[config.mk]
export PLATFORM = sky130hd
export DESIGN_NAME = event_log_ctrl
export DESIGN_NICKNAME = d
export VERILOG_FILES = /design/src/rtl/event_log_ctrl.sv
export SDC_FILE = /design/constraint.sdc
export NUM_CORES = 1
export LEC_CHECK = 0
export BUFFER_PORTS_ARGS = -buffer_cell sky130_fd_sc_hd__buf_2
export CAP_MARGIN = 20
export CORE_ASPECT_RATIO = 1.25
export CORE_MARGIN = 4
export CORE_UTILIZATION = 46
export CTS_CLUSTER_SIZE = 12
export DETAILED_ROUTE_END_ITERATION = 6
export GPL_ROUTABILITY_DRIVEN = 0
export PLACE_DENSITY = 0.77
export SLEW_MARGIN = 20
export SYNTH_ARGS = -nofsm -noshare
export SYNTH_HDL_FRONTEND = slang
export SYNTH_SLANG_ARGS = --single-unit
export TNS_END_PERCENT = 50
[constraint.sdc]
create_clock -name clk_i -period 2 [get_ports clk_i]
set_input_delay 0.2 -clock clk_i [delete_from_list [all_inputs] [get_ports clk_i]]
set_output_delay 0.2 -clock clk_i [all_outputs]
set_load 0.01 [all_outputs]
[src/rtl/event_log_ctrl.sv]
// Alarm event log controller: circular-buffer bookkeeping around a single-port
// synchronous RAM (registered Q, one-cycle read latency, write-through).
// Event writes take priority over readback; reads are indexed from the oldest entry.
//
// state     | meaning
// ----------+--------------------------------------------------------------
// S_IDLE    | accepting events or a readback request
// S_RD_ADDR | read address driven to RAM, RAM samples it on the next edge
// S_RD_CAP  | RAM Q holds the entry; result is registered on the next edge
module event_log_ctrl #(
    parameter int N         = 16,
    parameter int M         = 6,
    parameter int OVERWRITE = 1
) (
    input  logic         clk_i,
    input  logic         rst_i,
    input  logic         clear_i,
    input  logic         ev_valid_i,
    input  logic [N-1:0] ev_data_i,
    output logic         ev_ready_o,
    input  logic         rd_req_i,
    input  logic [M-1:0] rd_idx_i,
    output logic         rd_ack_o,
    output logic         rd_valid_o,
    output logic [N-1:0] rd_data_o,
    output logic         rd_err_o,
    output logic [M:0]   count_o,
    output logic         full_o,
    output logic         overflow_o,
    output logic         ram_we_o,
    output logic [M-1:0] ram_a_o,
    output logic [N-1:0] ram_d_o,
    input  logic [N-1:0] ram_q_i
);

    typedef enum logic [1:0] {
        S_IDLE    = 2'd0,
        S_RD_ADDR = 2'd1,
        S_RD_CAP  = 2'd2
    } state_t;

    localparam logic       OW_EN = (OVERWRITE != 0);
    localparam logic [M:0] DEPTH = {1'b1, {M{1'b0}}};

    state_t       state_q, state_d;
    logic [M-1:0] wr_ptr_q, wr_ptr_d;
    logic [M:0]   count_q, count_d;
    logic         ovf_q, ovf_d;
    logic         ram_we_q, ram_we_d;
    logic [M-1:0] ram_a_q, ram_a_d;
    logic [N-1:0] ram_d_q, ram_d_d;
    logic         err_q, err_d;
    logic         rd_valid_q, rd_valid_d;
    logic [N-1:0] rd_data_q, rd_data_d;
    logic         rd_err_q, rd_err_d;

    logic         idle;
    logic         full;
    logic         wr_acc;
    logic [M-1:0] rd_phys;

    assign idle       = (state_q == S_IDLE);
    assign full       = (count_q == DEPTH);
    assign ev_ready_o = idle & ~clear_i & (~full | OW_EN);
    assign wr_acc     = ev_valid_i & ev_ready_o;
    assign rd_ack_o   = idle & ~clear_i & rd_req_i & ~wr_acc;
    // When full, count's low bits are zero, so the oldest entry sits at wr_ptr.
    assign rd_phys    = wr_ptr_q - count_q[M-1:0] + rd_idx_i;

    assign count_o    = count_q;
    assign full_o     = full;
    assign overflow_o = ovf_q;
    assign ram_we_o   = ram_we_q;
    assign ram_a_o    = ram_a_q;
    assign ram_d_o    = ram_d_q;
    assign rd_valid_o = rd_valid_q;
    assign rd_data_o  = rd_data_q;
    assign rd_err_o   = rd_err_q;

    // Next-state and datapath updates for write accept, read sequencing and clear.
    always_comb begin
        state_d    = state_q;
        wr_ptr_d   = wr_ptr_q;
        count_d    = count_q;
        ovf_d      = ovf_q;
        ram_we_d   = 1'b0;
        ram_a_d    = ram_a_q;
        ram_d_d    = ram_d_q;
        err_d      = err_q;
        rd_valid_d = 1'b0;
        rd_data_d  = rd_data_q;
        rd_err_d   = rd_err_q;

        case (state_q)
            S_IDLE: begin
                if (wr_acc) begin
                    ram_we_d = 1'b1;
                    ram_a_d  = wr_ptr_q;
                    ram_d_d  = ev_data_i;
                    wr_ptr_d = wr_ptr_q + M'(1);
                    if (full) begin
                        ovf_d = 1'b1;
                    end else begin
                        count_d = count_q + (M+1)'(1);
                    end
                end else if (rd_ack_o) begin
                    ram_a_d = rd_phys;
                    err_d   = ({1'b0, rd_idx_i} >= count_q);
                    state_d = S_RD_ADDR;
                end
            end
            S_RD_ADDR: begin
                state_d = S_RD_CAP;
            end
            S_RD_CAP: begin
                rd_data_d  = err_q ? '0 : ram_q_i;
                rd_err_d   = err_q;
                rd_valid_d = 1'b1;
                state_d    = S_IDLE;
            end
            default: begin
                state_d = S_IDLE;
            end
        endcase

        // A refused event while full is still an overflow, whatever the state.
        if (ev_valid_i & full & ~OW_EN & ~clear_i) begin
            ovf_d = 1'b1;
        end

        // Clear resets only the bookkeeping; an in-flight read carries on.
        if (clear_i) begin
            wr_ptr_d = '0;
            count_d  = '0;
            ovf_d    = 1'b0;
        end
    end

    // State and output registers with asynchronous reset.
    always_ff @(posedge clk_i or posedge rst_i) begin
        if (rst_i) begin
            state_q    <= S_IDLE;
            wr_ptr_q   <= '0;
            count_q    <= '0;
            ovf_q      <= 1'b0;
            ram_we_q   <= 1'b0;
            ram_a_q    <= '0;
            ram_d_q    <= '0;
            err_q      <= 1'b0;
            rd_valid_q <= 1'b0;
            rd_data_q  <= '0;
            rd_err_q   <= 1'b0;
        end else begin
            state_q    <= state_d;
            wr_ptr_q   <= wr_ptr_d;
            count_q    <= count_d;
            ovf_q      <= ovf_d;
            ram_we_q   <= ram_we_d;
            ram_a_q    <= ram_a_d;
            ram_d_q    <= ram_d_d;
            err_q      <= err_d;
            rd_valid_q <= rd_valid_d;
            rd_data_q  <= rd_data_d;
            rd_err_q   <= rd_err_d;
        end
    end

endmodule
==> results of run 1 <==
power by group:
group	total, mW	internal (mW)	leakage (nW)	switching (mW)
sequential	1.47	1.36	0.743	0.115
clock	1.09	0.641	0.0986	0.450
combinational	0.917	0.440	1.29	0.478
total	3.48	2.44	2.13	1.04
stage by stage:
stage / hold WS [ps] / utilization (%) / cell area [um^2] / setup TNS (ps) / power [mW]
floorplan: 263.1 / - / 2957 / -320.3 / 1.956
global placement: 234.5 / 60.27 / 3716 / -295.9 / 2.321
detailed placement: 240.4 / 60.27 / 3716 / -572.9 / 2.354
CTS: 42.78 / 65.87 / 4061 / -476.2 / 3.487
global route: 41.52 / 66.21 / 4083 / -965.1 / 3.694
finish: 52.87 / 66.21 / 4083 / -397.1 / 3.482
placed cells by master (no fill, tap or decap), drive strengths merged, types with 12 or more instances in the layout:
cell	synthesis	layout
nand2	69	69
dfrtp	58	58
nand2b	18	18
xnor2	13	13
clkbuf	9	12
nor2	15	15
ha	15	15
buf	3	130
o21ai	23	23
inv	29	29
final cells by class:
| type | count | area [um^2] | area share, % |
|---|---|---|---|
| Clock buffer | 12 | 155.1 | 3.800 |
| Multi-Input combinational cell | 209 | 1424 | 34.88 |
| Timing Repair Buffer | 131 | 770.7 | 18.88 |
| Clock inverter | 4 | 50.05 | 1.226 |
| Tap cell | 85 | 106.4 | 2.605 |
| Inverter | 30 | 122.6 | 3.003 |
| Sequential cell | 58 | 1454 | 35.61 |
cells by family after synthesis:
logic type	share of synthesized area, %
mux	1.067
compound gates	10.42
simple gates	19.34
flops	49.53
fa+ha+maj	9.821
xor+xnor	4.185
buf+inv	5.636
registers in the layout, summed over array words and instances, names as in the netlist:
name        count
count_o         7
err_q           1
overflow_o      1
ram_a_o         6
ram_d_o        16
ram_we_o        1
rd_data_o      16
rd_err_o        1
rd_valid_o      1
state_q         2
wr_ptr_q        6
worst max-delay path by stage:
stage / to / slack [ps] / cells after the start / startpoint
after floorplan: ram_a_o[4] / -170 / 7 / count_o[1]
after global placement: ram_a_o[4] / -130 / 7 / count_o[1]
after detailed placement: ram_a_o[5] / -260 / 8 / count_o[2]
after CTS: ram_a_o[5] / -170 / 9 / wr_ptr_q[1]
after global routing: ram_a_o[5] / -250 / 9 / wr_ptr_q[1]
final: ram_a_o[4] / -130 / 8 / wr_ptr_q[1]
timing repair:
action                                 in CTS  in global routing
hold buffers                                1                  0
setup endpoints to repair                   6                  7
pin swaps                                  12                  6
gates resized for setup                    18                  4
endpoints found under the hold margin      21                  0
buffers inserted                            7                  0
worst max-delay path, delay by kind of cell (launching register included):
family | cells | cell delay [ps]
adder cells (fa/ha/maj) | 2 | 860
flip-flops | 1 | 360
buffers and inverters | 2 | 110
XOR/XNOR | 1 | 80
AO/OA/AOI/OAI | 3 | 620
metal layers:
| layer | share of wire, % | vias up | wire (um) |
|---|---|---|---|
| met5 | 0 | - | 0 |
| met4 | 2.6 | 0 | 190 |
| met3 | 6.2 | 15 | 448 |
| met2 | 50 | 87 | 3648 |
| met1 | 41 | 1223 | 2963 |
| li1 | - | 1268 | - |
==> results.sh, run 1 <==
export IMPL_failed_checks="negative setup slack"
export IMPL_min_to="ram_d_o[3]"
export IMPL_grt_start_max_net_pins=38
export IMPL_cts_num_sinks=58
export IMPL_h_tree_depth=3
export IMPL_yosys_top_cells_area="dfrtp_1 50%, nand2_1 8.8%, ha_1 6.4%, o21ai_0 3.9%, xnor2_1 3.9%"
export IMPL_power_density_mw_per_mm2=852.9
export IMPL_io_pins=95
export IMPL_fin_cells=529
export IMPL_avgSynthCellArea_um2=9.483
export IMPL_worstPathRequired_ps=2210
export IMPL_max_cap_violations=0
export IMPL_placed_cells=505
export IMPL_ys_ff_latch=58
export IMPL_hold_class="in2reg"
export IMPL_core_area_mm2=0.006166
export IMPL_fin_crit_ps=2131
export IMPL_rr_worst_depth=8
export IMPL_fin_skew_ps=7.698
export IMPL_rows=32
export IMPL_vias_per_cell=4.902
export IMPL_die_h_um=97.24
export IMPL_start_util_pct=47.52
export IMPL_synth_top_area_share_pct=49.53
export IMPL_vdd_drop_max_mv=0.5076
export IMPL_yosys_warnings=0
export IMPL_syn_num_nets=372
export IMPL_grt_pass1_wl_mm=12.14
export IMPL_first_pass_iters=4
export IMPL_finalWirelength_mm=7.250
export IMPL_top_usage_layer="met2"
export IMPL_gr_usage_met1_pct=23.25
export IMPL_grt_remaining_overflow=0
export IMPL_drc_errors=0
export IMPL_vias=2593
export IMPL_dieArea_mm2=0.007719
export IMPL_root_buffer="clkbuf_8"
export IMPL_fill_cells=511
export IMPL_clk_pin_slew_worst_paths_ps=70
export IMPL_dp_worst_setup_slack_ps=-258.6
export IMPL_die_w_um=79.39
export IMPL_seq_area_frac_synth_pct=49.53
export IMPL_cp_slowest_cell="fa_1"
export IMPL_p_leak_nw=2.130
export IMPL_critPathMaxStageDelay_ps=520
export IMPL_antenna_cells=0
export IMPL_timing_fmax_ghz=0.4693
export IMPL_synth_main_ff_cell="dfrtp_1"
export IMPL_end_kind="flip-flop"
export IMPL_whs_path_depth=3
export IMPL_hold_start="ev_data_i[3]"
export IMPL_path_common_cell="inv_2"
export IMPL_critPathKind="reg2reg"
export IMPL_fin_nets=502
export IMPL_cp_arrival_ps=2340
export IMPL_r2r_slack_ps=-130
export IMPL_dr_first_iter_drc_count=78
export IMPL_grt_total_usage_pct=20.00
export IMPL_cts_buffers=9
export IMPL_status="finished with violations"
export IMPL_ant_nets=0
export IMPL_port_buffer_count=94
export IMPL_synth_cell_types=37
export IMPL_crit_fanout=2
export IMPL_clk_latency_ps=330
export IMPL_met2_usage_pct=34.24
export IMPL_synth_common_cells="69 x nand2_1, 58 x dfrtp_1, 29 x inv_1"
export IMPL_dp_hpwl_mm=5.560
export IMPL_synth_top_area_cell="dfrtp_1"
export IMPL_grt_pass1_vias=2712
export IMPL_setup_violations=6
export IMPL_synth_async_reset_ratio_pct=100.0
export IMPL_wl_per_cell_um=13.71
export IMPL_antenna_found_initial=0
export IMPL_synthToLayoutAreaGrowth_pct=39.33
export IMPL_hold_violations=0
export IMPL_cts_path_max_buffers=2
export IMPL_startpoint_type="flip-flop"
export IMPL_layout_setup_ws_ps=-131.0
export IMPL_path_cells="inv_2, fa_1, inv_2, fa_2, a21o_1, a21oi_2, xnor2_1, a221o_1"
export IMPL_synth_edf_count=0
export IMPL_synth_most_common_cell="nand2_1"
export IMPL_syn_inst=309
export IMPL_rsz0062_at_grt="true"
export IMPL_slew_headroom_pct=64.80
export IMPL_r2r_start="wr_ptr_q[1]"
export IMPL_drive_above_1_share_pct=38.74
export IMPL_cts_tree="yes"
export IMPL_r2r_end="ram_a_o[4]"
export IMPL_slew_viol_final=0
export IMPL_grt_use_met3_pct=4.453
export IMPL_synthesis_area_mm2=0.002930
export IMPL_fin_crit_sh_pct=106.5
export IMPL_tightest_slew_ps=526.1
Power figures use the tool's default switching activity.
==> run 2, diff against run 1 <==
--- a/config.mk
+++ b/config.mk
@@ -18,4 +18,3 @@
 export SYNTH_ARGS = -nofsm -noshare
 export SYNTH_HDL_FRONTEND = slang
 export SYNTH_SLANG_ARGS = --single-unit
-export TNS_END_PERCENT = 50
==> results.sh, run 2 (synthesis results as in run 1) <==
export IMPL_rsz0062_at_grt="true"
export IMPL_grt_pass1_vias=2718
export IMPL_antenna_cells=0
export IMPL_hold_violations=0
export IMPL_fin_crit_ps=2146
export IMPL_ant_nets=0
export IMPL_wl_met2_mm=3.657
export IMPL_start_util_pct=47.52
export IMPL_stdcell_area_mm2=0.004083
export IMPL_cts_num_sinks=58
export IMPL_crit_fanout=2
export IMPL_worstPathRequired_ps=2210
export IMPL_fin_cells=528
export IMPL_clk_latency_ps=330
export IMPL_slew_headroom_pct=64.41
export IMPL_vias=2602
export IMPL_p_leak_nw=2.125
export IMPL_layout_setup_ws_ps=-145.7
export IMPL_combPwrFrac_pct=26.5
export IMPL_grt_total_usage_pct=20.02
export IMPL_drt_met1_wl_mm=2.904
export IMPL_whs_path_depth=3
export IMPL_critPathKind="reg2reg"
export IMPL_routed_wl_met3_um=489
export IMPL_startpoint_type="flip-flop"
export IMPL_end_kind="flip-flop"
export IMPL_fin_skew_ps=7.234
export IMPL_core_area_mm2=0.006166
export IMPL_io_pins=95
export IMPL_top_layer_used="met4"
export IMPL_clk_pin_slew_worst_paths_ps=70
export IMPL_port_buffer_count=94
export IMPL_layout_cells_most_common_list="94 x buf_2, 69 x nand2_1, 56 x dfrtp_1"
export IMPL_antenna_found_initial=0
export IMPL_clkPwrFrac_pct=31.3
export IMPL_max_cap_violations=0
export IMPL_drc_errors=0
export IMPL_vdd_drop_max_mv=0.5077
export IMPL_status="finished with violations"
export IMPL_power_mw=3.488
export IMPL_rr_worst_depth=8
export IMPL_cts_buffers=9
export IMPL_fin_crit_sh_pct=107.3
export IMPL_first_pass_iters=4
export IMPL_dp_hpwl_mm=5.560
export IMPL_slew_viol_final=0
export IMPL_cp_arrival_ps=2360
export IMPL_synthToLayoutAreaGrowth_pct=39.33
export IMPL_dieArea_mm2=0.007719
export IMPL_p_int_mw=2.442
export IMPL_die_h_um=97.24
export IMPL_vias_per_cell=4.928
export IMPL_rows=32
export IMPL_grt_start_max_net_pins=38
export IMPL_failed_checks="negative setup slack"
export IMPL_final_common_cell="buf_2"
export IMPL_setup_violations=4
export IMPL_placed_cells=505
export IMPL_root_buffer="clkbuf_8"
export IMPL_sequentialPowerShare_pct=42.2
export IMPL_timing_fmax_ghz=0.4661
export IMPL_p_sw_mw=1.046
export IMPL_grt_remaining_overflow=0
export IMPL_tightest_slew_ps=532.0
export IMPL_wl_per_cell_um=13.77
export IMPL_dr_first_iter_drc_count=87
export IMPL_grt_pass1_wl_mm=12.15
export IMPL_cts_path_max_buffers=2
export IMPL_placed_area_mm2=0.003716
export IMPL_p_sw_share_pct=29.99
export IMPL_h_tree_depth=3
export IMPL_die_w_um=79.39
export IMPL_power_density_mw_per_mm2=854.5
export IMPL_drive_above_1_share_pct=38.83
export IMPL_finalWirelength_mm=7.269
export IMPL_cts_tree="yes"
export IMPL_fin_nets=501
export IMPL_hold_class="in2reg"
run 2: cell types whose count changed in the layout (fill, tap and decap cells not counted):
cell     change
a21oi_2      +1
a21oi_1      -1
buf_6        +1
buf_4        -2
run 2: final timing paths:
path	startpoint	to	slack, ps
hold reg to reg	ram_d_o[11]	ram_d_o[11]	470
setup reg to reg	wr_ptr_q[1]	ram_a_o[4]	-150
max in group asynchronous	rst_i	count_o[2]	1000
min in group asynchronous	rst_i	rd_data_o[15]	430
setup / recovery	wr_ptr_q[1]	ram_a_o[4]	-150
hold / removal	ev_data_i[3]	ram_d_o[3]	50
run 2: layout make-up:
cell class              instances  area (um^2)
repair buffers                130        767.0
well taps                      85        106.4
clock inverters                 4        50.05
inverters                      30        122.6
fillers                       515         2083
clock buffers                  12        155.1
multi-input cells             209         1428
flip-flops and latches         58         1454
run 2: power by group through the flow:
stage | combinational, mW | sequential (mW) | clock (mW)
finish | 0.923 | 1.47 | 1.09
CTS | 0.916 | 1.47 | 1.11
global route | 1.03 | 1.50 | 1.17
detailed placement | 0.861 | 1.49 | 0
global placement | 0.838 | 1.48 | 0
floorplan | 0.391 | 1.57 | 0
run 2: worst max-delay path: stages (launching register included):
cell,delay (ps)
dfrtp_1,360
inv_2,50
fa_1,520
inv_2,60
fa_2,350
a21o_1,200
a21oi_2,130
xnor2_1,80
a221o_1,290
run 2: through the flow:
stage | TNS (ps) | worst slack (ps) | util [%] | hold slack (ps)
finish | -391.7 | -145.7 | 66.21 | 50.54
global route | -968.0 | -249.6 | 66.21 | 41.52
CTS | -439.2 | -168.8 | 66.05 | 42.78
detailed placement | -572.9 | -258.6 | 60.27 | 240.4
global placement | -295.9 | -134.5 | 60.27 | 234.5
floorplan | -320.3 | -171.5 | - | 263.1
run 2: what timing repair did:
action	CTS	global route
resized for setup	21	6
endpoints found under the hold margin	21	0
setup endpoints to repair	6	7
hold buffers	1	0
pin swaps	17	5
setup buffers	7	3
run 2: layer usage:
layer | track usage (%) | vias up
met3 | 4.453 | 20
met5 | 0 | -
li1 | - | 1262
met4 | 9.788 | 0
met2 | 34.24 | 100
met1 | 23.31 | 1220
==> run 3, diff against run 2 <==
--- a/config.mk
+++ b/config.mk
@@ -13,6 +13,7 @@
 export CTS_CLUSTER_SIZE = 12
 export DETAILED_ROUTE_END_ITERATION = 6
 export GPL_ROUTABILITY_DRIVEN = 0
+export HOLD_SLACK_MARGIN = 0.12
 export PLACE_DENSITY = 0.77
 export SLEW_MARGIN = 20
 export SYNTH_ARGS = -nofsm -noshare
==> results.sh, run 3 (synthesis results as in run 1) <==
export IMPL_status="finished with violations"
export IMPL_failed_checks="negative setup slack"
export IMPL_fin_crit_sh_pct=107.3
export IMPL_dp_worst_setup_slack_ps=-258.6
export IMPL_fin_nets=519
export IMPL_cts_buffers=9
export IMPL_antenna_found_initial=0
export IMPL_p_int_mw=2.466
export IMPL_vias=2687
export IMPL_hold_violations=0
export IMPL_fin_cells=546
export IMPL_postLayoutCoreUtil_pct=69.20
export IMPL_tightest_slew_ps=533.1
export IMPL_cts_num_sinks=58
export IMPL_timing_fmax_ghz=0.4661
export IMPL_sequentialPowerShare_pct=41.8
export IMPL_die_w_um=79.39
export IMPL_cts_tree="yes"
export IMPL_clk_latency_ps=340
export IMPL_p_sw_mw=1.056
export IMPL_vias_per_cell=4.921
export IMPL_final_common_cell="buf_2"
export IMPL_cp_arrival_ps=2360
export IMPL_layout_cells_most_common_list="94 x buf_2, 69 x nand2_1, 56 x dfrtp_1"
export IMPL_finalWirelength_mm=7.556
export IMPL_dieArea_mm2=0.007719
export IMPL_ant_nets=0
export IMPL_die_h_um=97.24
export IMPL_grt_pass1_vias=2808
export IMPL_hold_class="in2reg"
export IMPL_grt_pass1_wl_mm=12.64
export IMPL_power_mw=3.523
export IMPL_first_pass_iters=4
export IMPL_p_sw_share_pct=29.99
export IMPL_vdd_drop_max_mv=0.5191
export IMPL_max_cap_violations=0
export IMPL_root_buffer="clkbuf_8"
export IMPL_cts_path_max_buffers=2
export IMPL_slew_viol_final=0
export IMPL_fin_skew_ps=8.660
export IMPL_core_area_mm2=0.006166
export IMPL_p_leak_nw=2.202
export IMPL_grt_total_usage_pct=20.89
export IMPL_end_kind="flip-flop"
export IMPL_antenna_cells=0
export IMPL_power_density_mw_per_mm2=825.6
export IMPL_startpoint_type="flip-flop"
export IMPL_synthToLayoutAreaGrowth_pct=45.60
export IMPL_clkPwrFrac_pct=31.1
export IMPL_h_tree_depth=3
export IMPL_crit_fanout=2
export IMPL_critPathKind="reg2reg"
export IMPL_setup_violations=4
export IMPL_slew_headroom_pct=64.33
export IMPL_drc_errors=0
export IMPL_placed_cells=505
export IMPL_rsz0062_at_grt="true"
export IMPL_dp_hpwl_mm=5.560
export IMPL_drive_above_1_share_pct=37.53
export IMPL_worstPathRequired_ps=2210
export IMPL_fin_crit_ps=2145
export IMPL_grt_remaining_overflow=0
export IMPL_grt_start_max_net_pins=38
export IMPL_layout_setup_ws_ps=-145.3
export IMPL_rows=32
export IMPL_dr_first_iter_drc_count=104
export IMPL_port_buffer_count=94
export IMPL_start_util_pct=47.52
export IMPL_io_pins=95
export IMPL_combPwrFrac_pct=27.1
export IMPL_clk_pin_slew_worst_paths_ps=60
export IMPL_wl_per_cell_um=13.84
-- run 3: layout make-up --
class,instances,area [um^2]
Fill cell,488,1899
Sequential cell,58,1454
Multi-Input combinational cell,209,1431
Timing Repair Buffer,148,947.2
Clock buffer,12,155.1
Inverter,30,122.6
Tap cell,85,106.4
Clock inverter,4,50.05
-- run 3: critical path, cell delays in order (launching register included) --
cell and delay [ps]:
dfrtp_1 360, inv_2 50, fa_1 520, inv_2 60
fa_2 350, a21o_1 200, a21oi_2 130, xnor2_1 80
a221o_1 290
-- run 3: worst paths after layout --
kind	start	end	slack (ps)	depth (start not counted)
worst min register to register	ram_d_o[11]	ram_d_o[11]	470	2
worst min-delay path	ram_q_i[11]	rd_data_o[11]	130	3
worst max-delay path	wr_ptr_q[1]	ram_a_o[4]	-150	8
min in group asynchronous	rst_i	rd_data_o[15]	420	3
worst max register to register	wr_ptr_q[1]	ram_a_o[4]	-150	8
max in group asynchronous	rst_i	count_o[1]	1000	4
-- run 3: per-stage QoR --
step	setup TNS [ps]	cell area [um^2]	hold WS, ps
finish	-409.2	4267	130.9
floorplan	-320.3	2957	263.1
global placement	-295.9	3716	234.5
CTS	-439.2	4253	127.9
global route	-973.7	4267	132.4
detailed placement	-572.9	3716	240.4
-- run 3: layer usage --
metal  global-route usage, %  up-vias  routed length (um)
met3                   4.453       21                 512
met2                   35.73      103                3818
met4                   10.85        0                 255
met1                   24.13     1267                2971
li1                        -     1296                   -
met5                       0        -                   0
-- run 3: power groups by stage --
stage               registers (mW)  logic, mW  clock network, mW
global placement              1.48      0.838                  0
global route                  1.50       1.06               1.17
floorplan                     1.57      0.391                  0
CTS                           1.47      0.943               1.11
finish                        1.47      0.954               1.09
detailed placement            1.49      0.861                  0
-- run 3: what timing repair did --
item                                    in CTS  in global routing
endpoints found under the hold margin       39                  0
endpoints found under the setup margin       6                 10
setup buffers                                7                  3
pin swaps                                   17                  5
resized for setup                           21                  7
hold buffers                                19                  0
